<file path="src/rtl/led_pulse_stretcher_if.sv">
// rtl/led_pulse_stretcher_if.sv - event-in / blink-out signal bundle for the LED pulse stretcher
interface led_pulse_stretcher_if #(
    parameter int unsigned PEND_WIDTH = 3
);
    logic                  event_i;
    logic                  led_o;
    logic                  busy_o;
    logic [PEND_WIDTH-1:0] pend_o;
    logic                  overflow_o;

    modport master (
        output event_i,
        input  led_o,
        input  busy_o,
        input  pend_o,
        input  overflow_o
    );

    modport slave (
        input  event_i,
        output led_o,
        output busy_o,
        output pend_o,
        output overflow_o
    );
endinterface

</file>
<file path="src/rtl/led_pulse_stretcher.sv">
// rtl/led_pulse_stretcher.sv - stretches single-cycle event pulses into queued, human-visible blinks
module led_pulse_stretcher #(
    parameter int unsigned ON_CYCLES    = 25_000_000,
    parameter int unsigned OFF_CYCLES   = 12_500_000,
    parameter int unsigned CNT_WIDTH    = 25,
    parameter int unsigned PEND_WIDTH   = 3,
    parameter logic        ACTIVE_STATE = 1'b1
) (
    input  logic                  clk,
    input  logic                  arst_n,
    led_pulse_stretcher_if.slave  bus
);
    typedef enum logic [1:0] {
        IDLE = 2'd0,
        ON   = 2'd1,
        GAP  = 2'd2
    } state_t;

    localparam logic [CNT_WIDTH-1:0]  ON_LOAD  = CNT_WIDTH'(ON_CYCLES - 1);
    localparam logic [CNT_WIDTH-1:0]  OFF_LOAD = CNT_WIDTH'(OFF_CYCLES - 1);
    localparam logic [PEND_WIDTH-1:0] PEND_MAX = {PEND_WIDTH{1'b1}};

    state_t                state;
    state_t                state_n;
    logic [CNT_WIDTH-1:0]  cnt;
    logic [CNT_WIDTH-1:0]  cnt_n;
    logic [PEND_WIDTH-1:0] pend;
    logic [PEND_WIDTH-1:0] pend_n;
    logic                  ovf_n;
    logic                  consume;
    logic                  start_direct;
    logic                  led_q;
    logic                  busy_q;
    logic                  ovf_q;

    always_comb begin
        state_n      = state;
        cnt_n        = cnt;
        pend_n       = pend;
        ovf_n        = 1'b0;
        consume      = 1'b0;
        start_direct = 1'b0;

        case (state)
            IDLE: begin
                if (bus.event_i) begin
                    state_n = ON;
                    cnt_n   = ON_LOAD;
                end
            end
            ON: begin
                if (cnt == '0) begin
                    state_n = GAP;
                    cnt_n   = OFF_LOAD;
                end else begin
                    cnt_n = cnt - CNT_WIDTH'(1);
                end
            end
            GAP: begin
                if (cnt == '0) begin
                    if (pend != '0 || bus.event_i) begin
                        state_n      = ON;
                        cnt_n        = ON_LOAD;
                        consume      = (pend != '0);
                        start_direct = (pend == '0);
                    end else begin
                        state_n = IDLE;
                    end
                end else begin
                    cnt_n = cnt - CNT_WIDTH'(1);
                end
            end
            default: begin
                state_n = IDLE;
                cnt_n   = '0;
            end
        endcase

        // A consume in the same cycle makes room, so the event is never dropped then
        if (bus.event_i && state != IDLE) begin
            if (consume || start_direct) begin
                pend_n = pend;
            end else if (pend == PEND_MAX) begin
                ovf_n = 1'b1;
            end else begin
                pend_n = pend + PEND_WIDTH'(1);
            end
        end else if (consume) begin
            pend_n = pend - PEND_WIDTH'(1);
        end
    end

    always_ff @(posedge clk) begin
        if (!arst_n) begin
            state  <= IDLE;
            cnt    <= '0;
            pend   <= '0;
            led_q  <= ~ACTIVE_STATE;
            busy_q <= 1'b0;
            ovf_q  <= 1'b0;
        end else begin
            state  <= state_n;
            cnt    <= cnt_n;
            pend   <= pend_n;
            led_q  <= (state_n == ON) ? ACTIVE_STATE : ~ACTIVE_STATE;
            busy_q <= (state_n != IDLE);
            ovf_q  <= ovf_n;
        end
    end

    assign bus.led_o      = led_q;
    assign bus.busy_o     = busy_q;
    assign bus.pend_o     = pend;
    assign bus.overflow_o = ovf_q;
endmodule
</file>
<file path="src/flat_wrapper.sv">
// flat-port wrapper written by rule: the top's interface ports become plain ports
module led_pulse_stretcher_flat 
#(
    parameter int unsigned ON_CYCLES    = 25_000_000,
    parameter int unsigned OFF_CYCLES   = 12_500_000,
    parameter int unsigned CNT_WIDTH    = 25,
    parameter int unsigned PEND_WIDTH   = 3,
    parameter logic        ACTIVE_STATE = 1'b1
)
  (clk, arst_n, bus_event_i, bus_led_o, bus_busy_o, bus_pend_o, bus_overflow_o);
  led_pulse_stretcher_if #(.PEND_WIDTH(PEND_WIDTH)) bus_i ();
  input  logic clk;
  input  logic arst_n;
  input wire logic [$bits(bus_i.event_i)-1:0] bus_event_i;
  output wire logic [$bits(bus_i.led_o)-1:0] bus_led_o;
  output wire logic [$bits(bus_i.busy_o)-1:0] bus_busy_o;
  output wire logic [$bits(bus_i.pend_o)-1:0] bus_pend_o;
  output wire logic [$bits(bus_i.overflow_o)-1:0] bus_overflow_o;
  assign bus_i.event_i = bus_event_i;
  assign bus_led_o = bus_i.led_o;
  assign bus_busy_o = bus_i.busy_o;
  assign bus_pend_o = bus_i.pend_o;
  assign bus_overflow_o = bus_i.overflow_o;
  led_pulse_stretcher #(.ON_CYCLES(ON_CYCLES), .OFF_CYCLES(OFF_CYCLES), .CNT_WIDTH(CNT_WIDTH), .PEND_WIDTH(PEND_WIDTH), .ACTIVE_STATE(ACTIVE_STATE)) u_core (.clk(clk), .arst_n(arst_n), .bus(bus_i));
endmodule
</file>
<file path="config.mk">
export PLATFORM = sky130hd
export DESIGN_NAME = led_pulse_stretcher_flat
export DESIGN_NICKNAME = d
export VERILOG_FILES = /design/src/rtl/led_pulse_stretcher_if.sv /design/src/rtl/led_pulse_stretcher.sv /design/src/flat_wrapper.sv
export SDC_FILE = /design/constraint.sdc
export NUM_CORES = 1
export LEC_CHECK = 0
export CAP_MARGIN = 20
export CORE_ASPECT_RATIO = 0.7
export CORE_UTILIZATION = 25
export DETAILED_ROUTE_END_ITERATION = 6
export GPL_ROUTABILITY_DRIVEN = 1
export GPL_TIMING_DRIVEN = 1
export HOLD_SLACK_MARGIN = 0.03
export SLEW_MARGIN = 20
export SYNTH_ARGS = -nofsm -noshare
export SYNTH_HDL_FRONTEND = slang
export SYNTH_SLANG_ARGS = --single-unit
</file>
<file path="constraint.sdc">
create_clock -name clk -period 3.4 [get_ports clk]
set_clock_uncertainty 0.05 [all_clocks]
set_input_delay 0.68 -clock clk [delete_from_list [all_inputs] [get_ports clk]]
set_output_delay 0.68 -clock clk [all_outputs]
set_load 0.05 [all_outputs]
</file>
**Word-level counts from Yosys, hierarchy flattened**

Cells that the tools add are included.
W data, S select, Z words.

- $add $sub $neg: 3
- Eq/ne operators: 8
- Multiplexer cells: 22
- Bitwise gates (word level): 2
- Reductions and logical operators: 13

Operator list:

| operator | number |
|---|---|
| $mux W25 | 4 |
| $pmux W25 S3 | 1 |
| $logic_not A25 Y1 | 1 |
| $sub A25 B1 Y25 const B | 1 |
| $mux W3 | 4 |
| $mux W1 | 9 |
| $mux W2 | 3 |
| $ne A2 B2 Y1 const B | 3 |
| $pmux W2 S3 | 1 |
| $reduce_bool A2 Y1 | 3 |
| $eq A2 B1 Y1 const B | 2 |
| $add A3 B1 Y3 const B | 1 |
| $eq A3 B3 Y1 const B | 1 |
| $logic_not A3 Y1 | 1 |
| $ne A3 B3 Y1 const B | 1 |
| $reduce_and A3 Y1 | 1 |
| $reduce_bool A3 Y1 | 1 |
| $reduce_or A3 Y1 | 1 |
| $sub A3 B1 Y3 const B | 1 |
| $eq A2 B2 Y1 const B | 1 |
| $logic_not A2 Y1 | 1 |
| $logic_or A1 B1 Y1 | 2 |
| $not A1 Y1 | 2 |
| $reduce_and A2 Y1 | 1 |
| $logic_and A1 B1 Y1 | 1 |

- Flip-flop bits (word level): 33
- Bits of input ports: 3
- Output and inout bits: 6
- Word-level logic and storage cells: 54

**Longest topological paths before layout**

Gate-level depths: netlist (run 1).

- Depth after elaboration: 8
- Mapped depth: 9

**Worst setup path before layout (run 1)**

No wires, ideal clock.

- Path kind: register to register
- Start: reg u_core.cnt[12]
- End: reg u_core.cnt[23]
- Library setup time: 0.122 ns
- Arrival: 2.314 ns
- Path slack: 0.914 ns
- Cell stages (with the launch flop): 8
- Path buffers: 2
- Clock period less this slack: 2.486 ns
- Cells stage by stage: dfxtp_1 > buf_6 > or4_4 > or3_1 > clkbuf_2 > or4_4 > and3_1 > a221o_1

- Word-level cells in the longest chain between the ends: 3

Ends and longest elaborated chain:

| item | line | source |
|---|---|---|
| start, declared | led_pulse_stretcher.sv:25 | `logic [CNT_WIDTH-1:0] cnt;` |
| start signal, assigned | led_pulse_stretcher.sv:103 | `cnt <= cnt_n;` |
| $sub A25 B1 Y25 / $logic_not A25 Y1 (equally long branches) | -- |  |
| $mux W25 (tied with other cells) | led_pulse_stretcher.sv:60 | `if (cnt == '0) begin` |
| $pmux W25 S3 / $reduce_and A2 Y1 (equally long branches) | -- |  |

Parallel ways exist; a longest one is shown, timed or not.
A chain may end at the register's enable or synchronous reset.

**Worst setup path in the final report (run 1)**

Same ends and word-level chain as after synthesis.

==> run metrics, run 1 <==
status=complete, but fails checks; failing checks=DRC; Max VDD drop=162 µV; initial antenna violation count=0; nets@finish=288; pre-CTS WS=around 0.65 ns; Core ar.=approximately 0.008 mm²; Via density=between 5 and 6; Critical Path, Cell by Cell=or4_4, or3_1, or4_4, and3_1, a221o_1; main combinational cell family by area after synthesis=compound AO/OA/AOI/OAI gates; TritonCTS clock tree=yes; Seq/Total Area, Yosys=between 30% and 40%; DRT Wirelength=6230 µm; R2R Path Start=u_core.cnt[12]$_SDFFE_PN0P_; layout cell share with drive strength beyond 1=between 10 and 15%; # DRC=4; final setup margin=slightly above 0.8 ns; Avg Cell Area, Syn=7.85 µm²; Area Growth Syn to Fin=18.6%; clock transition at the registers of the reported paths=0.05 ns; clock buffer depth=2; FF-to-FF End=u_core.cnt[23]$_SDFFE_PN0P_; Tot GR Track Use=around 15%; mean routed wirelength per cell=16.2 µm; largest net degree at the start of global routing=20; DIE WIDTH=112 µm; Worst R2R Path Depth=5; Worst-Skew Late Latency=0.28 ns; Hold Vio Cnt, Final=0; clk sinks=33; WP data required=about 3.5 ns; Mapped Nets=between 200 and 300; FMAX=a little under 400 MHz; Max Cap Violations=0; commonest non-fill, non-tap cell in the layout=dfxtp_1; Synth Area in Compound Gates=31.8%; die area=between 0.008 and 0.009 mm²; port bufs=8; Hold Path Class=flip-flop to flip-flop; CP Launch Point=u_core.cnt[12]$_SDFFE_PN0P_; Final Core Density=31.2%; Ys Warns=0; Synth Cell Area=between 0.002 and 0.0025 mm²; FF-to-FF setup slack=0.82 ns; crit path kind=flip-flop to flip-flop; CTS Hold Bufs=0; drt pass-1 iters=7; crit-path max cell delay=roughly 0.59 ns; RSZ-0062 raised after global routing=no; post-synthesis mux area share=1.55%; Synth Area in Adders=2.14%; total power=between 1 and 1.5 mW; H-tree depth=2; number of global-route vias before repair=approximately 2100; Period minus WS final=2.58 ns; Post-synth top flop=dfxtp_1; Worst Path Max Fanout=10; io pins=9; ANT cells=0; hold path start=u_core.cnt[7]$_SDFFE_PN0P_; DIE HEIGHT=approximately 79 µm; Worst slew margin=54.5%; # setup viols final=0; power per cell area=approximately 480 mW/mm²; Initial Util=26.3%; ANT nets after route=0; RD Place Congestion=0.828; Mapped Cells=268; ys async rst share=0%; post-synthesis simple-gate area fraction=25.5%; CP dominant cell by count=or4_4; row count=27; Seq cells post-synth=33; pins over their slew limit=0; period utilisation layout=75.9%; Distinct cells, synth=59; Post-DP HPWL=4490 µm; initial drt markers=approximately 150; Worst-Margin Slew=0.683 ns; most frequent cells in the layout=33 x dfxtp_1, 19 x nand2_1, 18 x buf_4; Post CTS Setup Buffer Count=0; Post-synth EDFFs=0; WP data arrival=2.69 ns; crit end category=flip-flop; remaining global-route overflow=0; via count=around 2200; final setup TNS=0 ns; post-CTS sizing=0; Root Driver=clkbuf_16; CTS Buf Count=5; CP max stage cell=or4_4; end of the critical path=u_core.cnt[23]$_SDFFE_PN0P_; element type at the critical path start=flip-flop; first-pass GRT wire length=~11000 µm; Static Leak=0.847 nW; Post-Synth XOR/XNOR Area=0.833%
[critical path: cells and delay by family (launching register included)]
family           cells  cell delay (ns)
flip-flops           1             0.40
AND/OR/NAND/NOR      4             1.76
AO/OA/AOI/OAI        1             0.25
[routing by layer]
layer  wire [µm]  vias up  GRT usage (%)  part of all wire (%)
met3         539        8           3.21                   8.6
met5           0        -              0                     0
met1        3170     1053           23.5                    51
met4          62        0           3.24                  0.99
li1            -     1072              -                     -
met2        2470       97           20.9                    40
[area by class of cell]
type / count / area, µm²
Clock buffer: 8 / 136
Fill cell: 864 / 5510
Inverter: 15 / 56.3
Multi-Input combinational cell: 201 / 1300
Sequential cell: 33 / 661
Tap cell: 101 / 126
Timing Repair Buffer: 26 / 215
[cells by family (layout without fill, tap and decap cells)]
logic type	after synthesis	in the layout
compound gates	94	94
xor+xnor	2	2
fa+ha+maj	3	3
buf+inv	34	49
flops	33	33
mux	3	3
simple gates	99	99
[where the power goes]
group / switching, mW / internal (mW) / total (mW) / leakage, nW
Clock: 0.156 / 0.272 / 0.428 / 0.0652
Combinational: 0.163 / 0.112 / 0.275 / 0.509
Sequential: 0.0595 / 0.426 / 0.485 / 0.273
[cell usage after synthesis, drive strengths merged, types with 2 or more instances]
| cell | count | area (µm²) |
|---|---|---|
| dfxtp | 33 | 661 |
| nand2 | 19 | 71.3 |
| o21ai | 18 | 90.1 |
| nand3 | 17 | 85.1 |
| a21oi | 15 | 75.1 |
| inv | 14 | 52.6 |
| nor3 | 14 | 70.1 |
| clkbuf | 13 | 50.0 |
| nor2 | 11 | 41.3 |
| o211ai | 11 | 82.6 |
| nor4 | 9 | 56.3 |
| o221ai | 9 | 78.8 |
| or4 | 7 | 61.3 |
| buf | 6 | 36.3 |
| a31oi | 5 | 31.3 |
| a211oi | 4 | 30.0 |
| and3 | 4 | 25.0 |
| o22ai | 4 | 25.0 |
| a311oi | 3 | 32.5 |
| o2111ai | 3 | 26.3 |
| o31ai | 3 | 27.5 |
| or2 | 3 | 18.8 |
| a211o | 2 | 17.5 |
| a221o | 2 | 20.0 |
| a32o | 2 | 20.0 |
| and2 | 2 | 12.5 |
| ha | 2 | 25.0 |
| mux2 | 2 | 22.5 |
| nand4 | 2 | 12.5 |
| nor2b | 2 | 12.5 |
| nor3b | 2 | 15.0 |
| o2bb2ai | 2 | 17.5 |
| o311ai | 2 | 17.5 |
| o31a | 2 | 17.5 |
| or3 | 2 | 12.5 |
| xor2 | 2 | 17.5 |
[flip-flops by register name, indices dropped and copies added, names as in the netlist]
| name | count |
|---|---|
| u_core.cnt | 25 |
| u_core.bus.pend_o | 3 |
| u_core.bus.overflow_o | 1 |
| u_core.bus.busy_o | 1 |
| u_core.state | 2 |
| u_core.bus.led_o | 1 |
[stage by stage]
stage / std cells / instance area (µm²) / hold slack [ns]
2_1_floorplan: 268 / 2100 / 0.396
3_3_place_gp: 376 / 2360 / 0.418
3_5_place_dp: 376 / 2360 / 0.420
4_1_cts: 384 / 2490 / 0.428
5_1_grt: 384 / 2490 / 0.471
6_report: 384 / 2490 / 0.432
[how the worst min path moves through the flow]
stage,to,cells after the start
floorplan,u_core.cnt[15]$_SDFFE_PN0P_,2
global placement,u_core.cnt[7]$_SDFFE_PN0P_,2
detailed placement,u_core.cnt[7]$_SDFFE_PN0P_,2
CTS,u_core.cnt[7]$_SDFFE_PN0P_,2
global route,u_core.cnt[15]$_SDFFE_PN0P_,2
finish,u_core.cnt[7]$_SDFFE_PN0P_,2
Power figures use the tool's default switching activity.
==> run 2, diff against run 1 <==
Clock period 3.4 ns to 2.39 ns, I/O delays scaled along.
==> run 2 against run 1 <==
Against the previous run:
- the run still ends with DRC left
- global-route usage rose by 1.6 points
- via count rose by 5.9%
- utilization rose by 3.0 points
- final area rose by 9.5%
- clock-buffer cell count fell by 1
- routed wire length rose by 8.6%
- critical path depth did not move
- combinational power rose by 71%
- total power rose by 61%
==> run metrics, run 2 (same netlist as run 1, synthesis figures left out) <==
Static Leak=0.985 nW (was 0.847 nW); RD Place Congestion=0.937 (was 0.828); Hold Vio Cnt, Final=0 (unchanged); H-tree depth=2 (unchanged); remaining global-route overflow=0 (unchanged); Post CTS Setup Buffer Count=0 (unchanged); # setup viols final=0 (unchanged); pins over their slew limit=0 (unchanged); RSZ-0062 raised after global routing=no (unchanged); ANT nets after route=0 (unchanged); Post-DP HPWL=4970 µm (was 4490 µm); io pins=9 (unchanged); die area=0.00879 mm² (unchanged); port bufs=8 (unchanged); Area Growth Syn to Fin=29.9% (was 18.6%); drt pass-1 iters=7 (unchanged); ANT cells=0 (unchanged); clock network fraction of total power=40.1% (was 36.0%); element type at the critical path start=flip-flop (unchanged); max reg flops=25 (unchanged); Max VDD drop=248 µV (was 162 µV); register bank with the most flops=u_core.cnt (unchanged); Final Core Density=34.1% (was 31.2%); hold path start=u_core.cnt[15]$_SDFFE_PN0P_ (was u_core.cnt[7]$_SDFFE_PN0P_); Int Power=1.33 mW (was 0.810 mW); clk sinks=33 (unchanged); CTS Buf Count=5 (unchanged); DIE HEIGHT=78.7 µm (unchanged); Worst-Skew Late Latency=0.29 ns (was 0.28 ns); clock buffer depth=2 (unchanged); status=complete, but fails checks (unchanged); commonest non-fill, non-tap cell in the layout=buf_4 (was dfxtp_1); area of the multi-input gates=0.00131 mm² (was 0.00130 mm²); Via density=5.78 (was 5.81); most frequent cells in the layout=43 x buf_4, 32 x dfxtp_1, 19 x nand2_1 (was 33 x dfxtp_1, 19 x nand2_1, 18 x buf_4); WP data required=2.52 ns (was 3.51 ns); number of global-route vias before repair=2248 (was 2099); Hold Path Class=flip-flop to flip-flop (unchanged); CTS Hold Bufs=0 (unchanged); mean routed wirelength per cell=16.6 µm (was 16.2 µm); power per cell area=701 mW/mm² (was 476 mW/mm²); Period minus WS final=2.33 ns (was 2.58 ns); first-pass GRT wire length=11500 µm (was 10700 µm); post-CTS sizing=0 (unchanged); worst hold slack=0.435 ns (was 0.432 ns); initial drt markers=190 (was 152); Root Driver=clkbuf_16 (unchanged); Max Cap Violations=0 (unchanged); final setup TNS=0 ns (unchanged); Psw=0.583 mW (was 0.378 mW); Initial Util=26.3% (unchanged); Worst-Margin Slew=0.616 ns (was 0.683 ns); Comb pwr share=24.5% (was 23.1%); Design Area, Final=0.00273 mm² (was 0.00249 mm²); initial antenna violation count=0 (unchanged); via count=2362 (was 2230); placed cell area=0.00256 mm² (was 0.00236 mm²); CP Launch Point=u_core.cnt[15]$_SDFFE_PN0P_ (was u_core.cnt[12]$_SDFFE_PN0P_); # DRC=1 (was 4); failing checks=DRC (unchanged); layout cell share with drive strength beyond 1=21.1% (was 12.0%); register share of total power=35.4% (was 40.9%); largest net degree at the start of global routing=15 (was 20); Core ar.=0.00801 mm² (unchanged); nets@finish=313 (was 288); crit path kind=flip-flop to flip-flop (unchanged); Sw Ratio=30.4% (was 31.8%); Filler cells=848 (was 864); Non-Filler Instances=409 (was 384); row count=27 (unchanged); R2R Path Start=u_core.cnt[15]$_SDFFE_PN0P_ (was u_core.cnt[12]$_SDFFE_PN0P_); FMAX=430 MHz (was 388 MHz); Worst slew margin=58.8% (was 54.5%); Worst Path Max Fanout=3 (was 10); clock transition at the registers of the reported paths=0.06 ns (was 0.05 ns); TritonCTS clock tree=yes (unchanged); sequential cell area=662 µm² (was 661 µm²); Tot GR Track Use=16.8% (was 15.2%); WP data arrival=2.45 ns (was 2.69 ns); DIE WIDTH=112 µm (unchanged); placed insts=401 (was 376); period utilisation layout=97.3% (was 75.9%); crit end category=flip-flop (unchanged); DRT Wirelength=6770 µm (was 6230 µm)
run 2: metal layers:
layer	track usage [%]	up-vias	routed length (µm)
met1	24.3	1111	3290
met3	4.81	13	735
met4	6.08	0	111
li1	-	1127	-
met5	0	-	0
met2	23.3	111	2630
run 2: area by class of cell:
cell class / instances / area share (%)
Tap cell: 101 / 4.62
Inverter: 15 / 2.06
Multi-Input combinational cell: 201 / 48.0
Clock inverter: 1 / 1.10
Timing Repair Buffer: 51 / 14.7
Sequential cell: 33 / 24.2
Clock buffer: 7 / 5.22
run 2: path summary, 6_finish.rpt:
check                           cells after the start                          end  slack (ns)
worst max-delay path                                5  u_core.cnt[23]$_SDFFE_PN0P_        0.06
worst min-delay path                                2  u_core.cnt[15]$_SDFFE_PN0P_        0.44
worst max register to register                      5  u_core.cnt[23]$_SDFFE_PN0P_        0.06
worst min register to register                      2  u_core.cnt[15]$_SDFFE_PN0P_        0.44
run 2: through the flow:
step                total power, mW  setup slack, ns
detailed placement             1.15           0.0777
CTS                            1.92           0.0641
floorplan                     0.961          0.00112
global route                   2.02          0.00714
finish                         1.92           0.0634
global placement               1.14           0.0971
run 2: power groups by stage:
stage | clock network, mW | registers [mW] | logic (mW)
detailed placement | 0 | 0.687 | 0.461
finish | 0.769 | 0.678 | 0.470
CTS | 0.785 | 0.676 | 0.464
floorplan | 0 | 0.684 | 0.277
global route | 0.813 | 0.689 | 0.515
global placement | 0 | 0.684 | 0.453
run 2: critical path, cell delays in order (launching register included):
cell,delay [ns]
dfxtp_1,0.32
or4_4,0.55
or3_1,0.34
or4_4,0.52
and3_4,0.19
a221o_1,0.25
==> run 3, diff against run 2 <==
Settings changed: ABC_CLOCK_PERIOD_IN_PS set to 2390.
==> results of run 3 <==
Final layout, timing and power as in run 2 (identical DEF).
==> variant, RTL diff (settings of run 2) <==
Reset style: asynchronous (`arst_n`), changed in one clocked block.
--- a/src/rtl/led_pulse_stretcher.sv
+++ b/src/rtl/led_pulse_stretcher.sv
@@ -90,7 +90,7 @@
         end
     end
 
-    always_ff @(posedge clk) begin
+    always_ff @(posedge clk or negedge arst_n) begin
         if (!arst_n) begin
             state  <= IDLE;
             cnt    <= '0;
Check against the original RTL: differs if arst_n is asserted again (counterexample within 4 cycles, from zero or initial values and one cycle with arst_n low); with arst_n held inactive, the same outputs for 10 cycles.
==> variant against run 2 <==
  * Die area fell by 1.7%
  * Final area decreased by 0.82%
  * Total power rose by 31%
  * Clock power shrank 13%
  * First-iteration DRC count shrank 13%
  * Sequential cell count unchanged
  * Worst setup slack improved by 0.013 ns
  * Via count shrank 17%
  * Cell count down 8.6%
  * Largest cell class unchanged
  * Synthesized area shrank 1.7%
  * Wire length shrank 15%
  * Combinational power rose by 84%
==> variant: results <==
metrics = {
    "setup_path": {
        "crit_fanout": 5,
        "arrival_ns": 2.43,
        "crit_family": "simple AND/OR/NAND/NOR gates",
        "slowest_delay_ns": 0.43,
        "slowest_stage": "dfrtp_1",
    },
    "global_routing": {
        "grt_max_degree": 34,
        "grt_pass1_wl_mm": 9.47,
        "grt_pass1_vias": 1858,
        "grt_usage": 0.141,
        "antenna_found_initial": 0,
    },
    "placed_design": {
        "port_buffers": 8,
        "place_hpwl_mm": 4.23,
        "gp_congestion": 0.941,
        "placed_area_um2": 2490,
    },
    "route": {
        "wire_per_inst_um": 15.3,
        "first_pass_iters": 4,
        "viasPerCell": 5.27,
        "drt_iter0_drc": 165,
    },
    "power_and_ir_drop": {
        "sw_frac_of_total": 0.371,
        "p_leak_nw": 1.13,
        "pg_clk_mw": 0.672,
        "p_seq_mw": 0.963,
        "powerDensity_nw_per_um2": 923,
        "ir_drop_uv": 276,
    },
    "clock_network": {
        "clock_path_buffers": 2,
        "post_cts_buffers": 0,
        "clk_latency_ns": 0.28,
        "cts_inserted_buffers": 5,
        "cts_max_level": 2,
    },
    "logic_synthesis": {
        "synth_cell_types": 48,
        "synth-adder-area-share": 0.0218,
        "synth.area.top_cells": "dfrtp_1, o21ai_0, nor4_4",
        "async_reset_ff_frac": 1.00,
        "ys_seq_area_frac": 0.400,
        "ys.flop_type": "dfrtp_1",
        "ys_warn_count": 0,
        "synth_xor_area_frac": 0.00847,
        "synth-compound-area-share": 0.277,
        "synth_common_cells": "o21ai_0, dfrtp_1, nand2_1, nor2_1, nor3_1",
        "synth_mux_area_frac": 0.0169,
        "synth_nets": 236,
    },
    "final_layout": {
        "nets": 278,
        "multi_input_area_share": 0.443,
        "fill_cells": 796,
        "layout.nonclk_buf_frac": 0.139,
        "regArea_um2": 826,
        "antenna_cells": 0,
        "drive_above_1_share": 0.231,
        "multi_input_cells": 180,
        "buffers": 46,
        "largest-register": "u_core.cnt",
        "n_all_inverters": 6,
        "clock_cell_area_share": 0.0582,
    },
    "hold_path": {
        "hp-class": "reg2reg",
    },
    "status": {
        "status": "finished clean",
    },
    "sta": {
        "worst_slew_pin_slew_ns": 0.598,
    },
}
## variant: cell count changes in the layout (fill, tap and decap cells not counted), moves of 7 or more
cell,delta
o221ai_1,-9
inv_1,-9
nand3_1,-13
dfrtp_1,+33
a21o_1,+7
o211ai_1,-10
dfxtp_1,-32
o21ai_0,+19
## variant: routing by layer
| metal | up-vias | GRT usage | wire length (µm) |
|---|---|---|---|
| met4 | 0 | 0.0427 | 34 |
| met3 | 4 | 0.0440 | 398 |
| met5 | - | 0 | 0 |
| li1 | 948 | - | - |
| met1 | 968 | 0.205 | 2950 |
| met2 | 52 | 0.198 | 2350 |
## variant: worst paths after layout
check	start	slack, ns	cells past startpoint	endpoint
max	u_core.cnt[19]$_DFFE_PN0P_	0.08	7	u_core.bus.pend_o[1]$_DFFE_PN0P_
min	u_core.cnt[13]$_DFFE_PN0P_	0.48	2	u_core.cnt[13]$_DFFE_PN0P_
max reg2reg	u_core.cnt[19]$_DFFE_PN0P_	0.08	7	u_core.bus.pend_o[1]$_DFFE_PN0P_
min reg2reg	u_core.cnt[13]$_DFFE_PN0P_	0.48	2	u_core.cnt[13]$_DFFE_PN0P_
max in group asynchronous	arst_n	1.42	2	u_core.cnt[11]$_DFFE_PN0P_
min in group asynchronous	arst_n	0.56	2	u_core.bus.overflow_o$_DFF_PN0_
## variant: per-stage QoR
step	total power [mW]	utilization	std cells	hold slack, ns	setup slack [ns]
after global placement	1.79	0.314	364	0.443	-0.0589
after floorplan	1.50	-	230	0.132	0.191
after detailed placement	1.82	0.314	364	0.460	-0.106
after CTS	2.51	0.334	372	0.477	0.0518
after global routing	2.68	0.341	374	0.512	-0.0315
final	2.50	0.341	374	0.477	0.0761
## variant: worst min-delay path, stage by stage, from the launching register on
cell and delay, ns:
dfrtp_1 0.35, o21ai_0 0.08, nand2_1 0.06
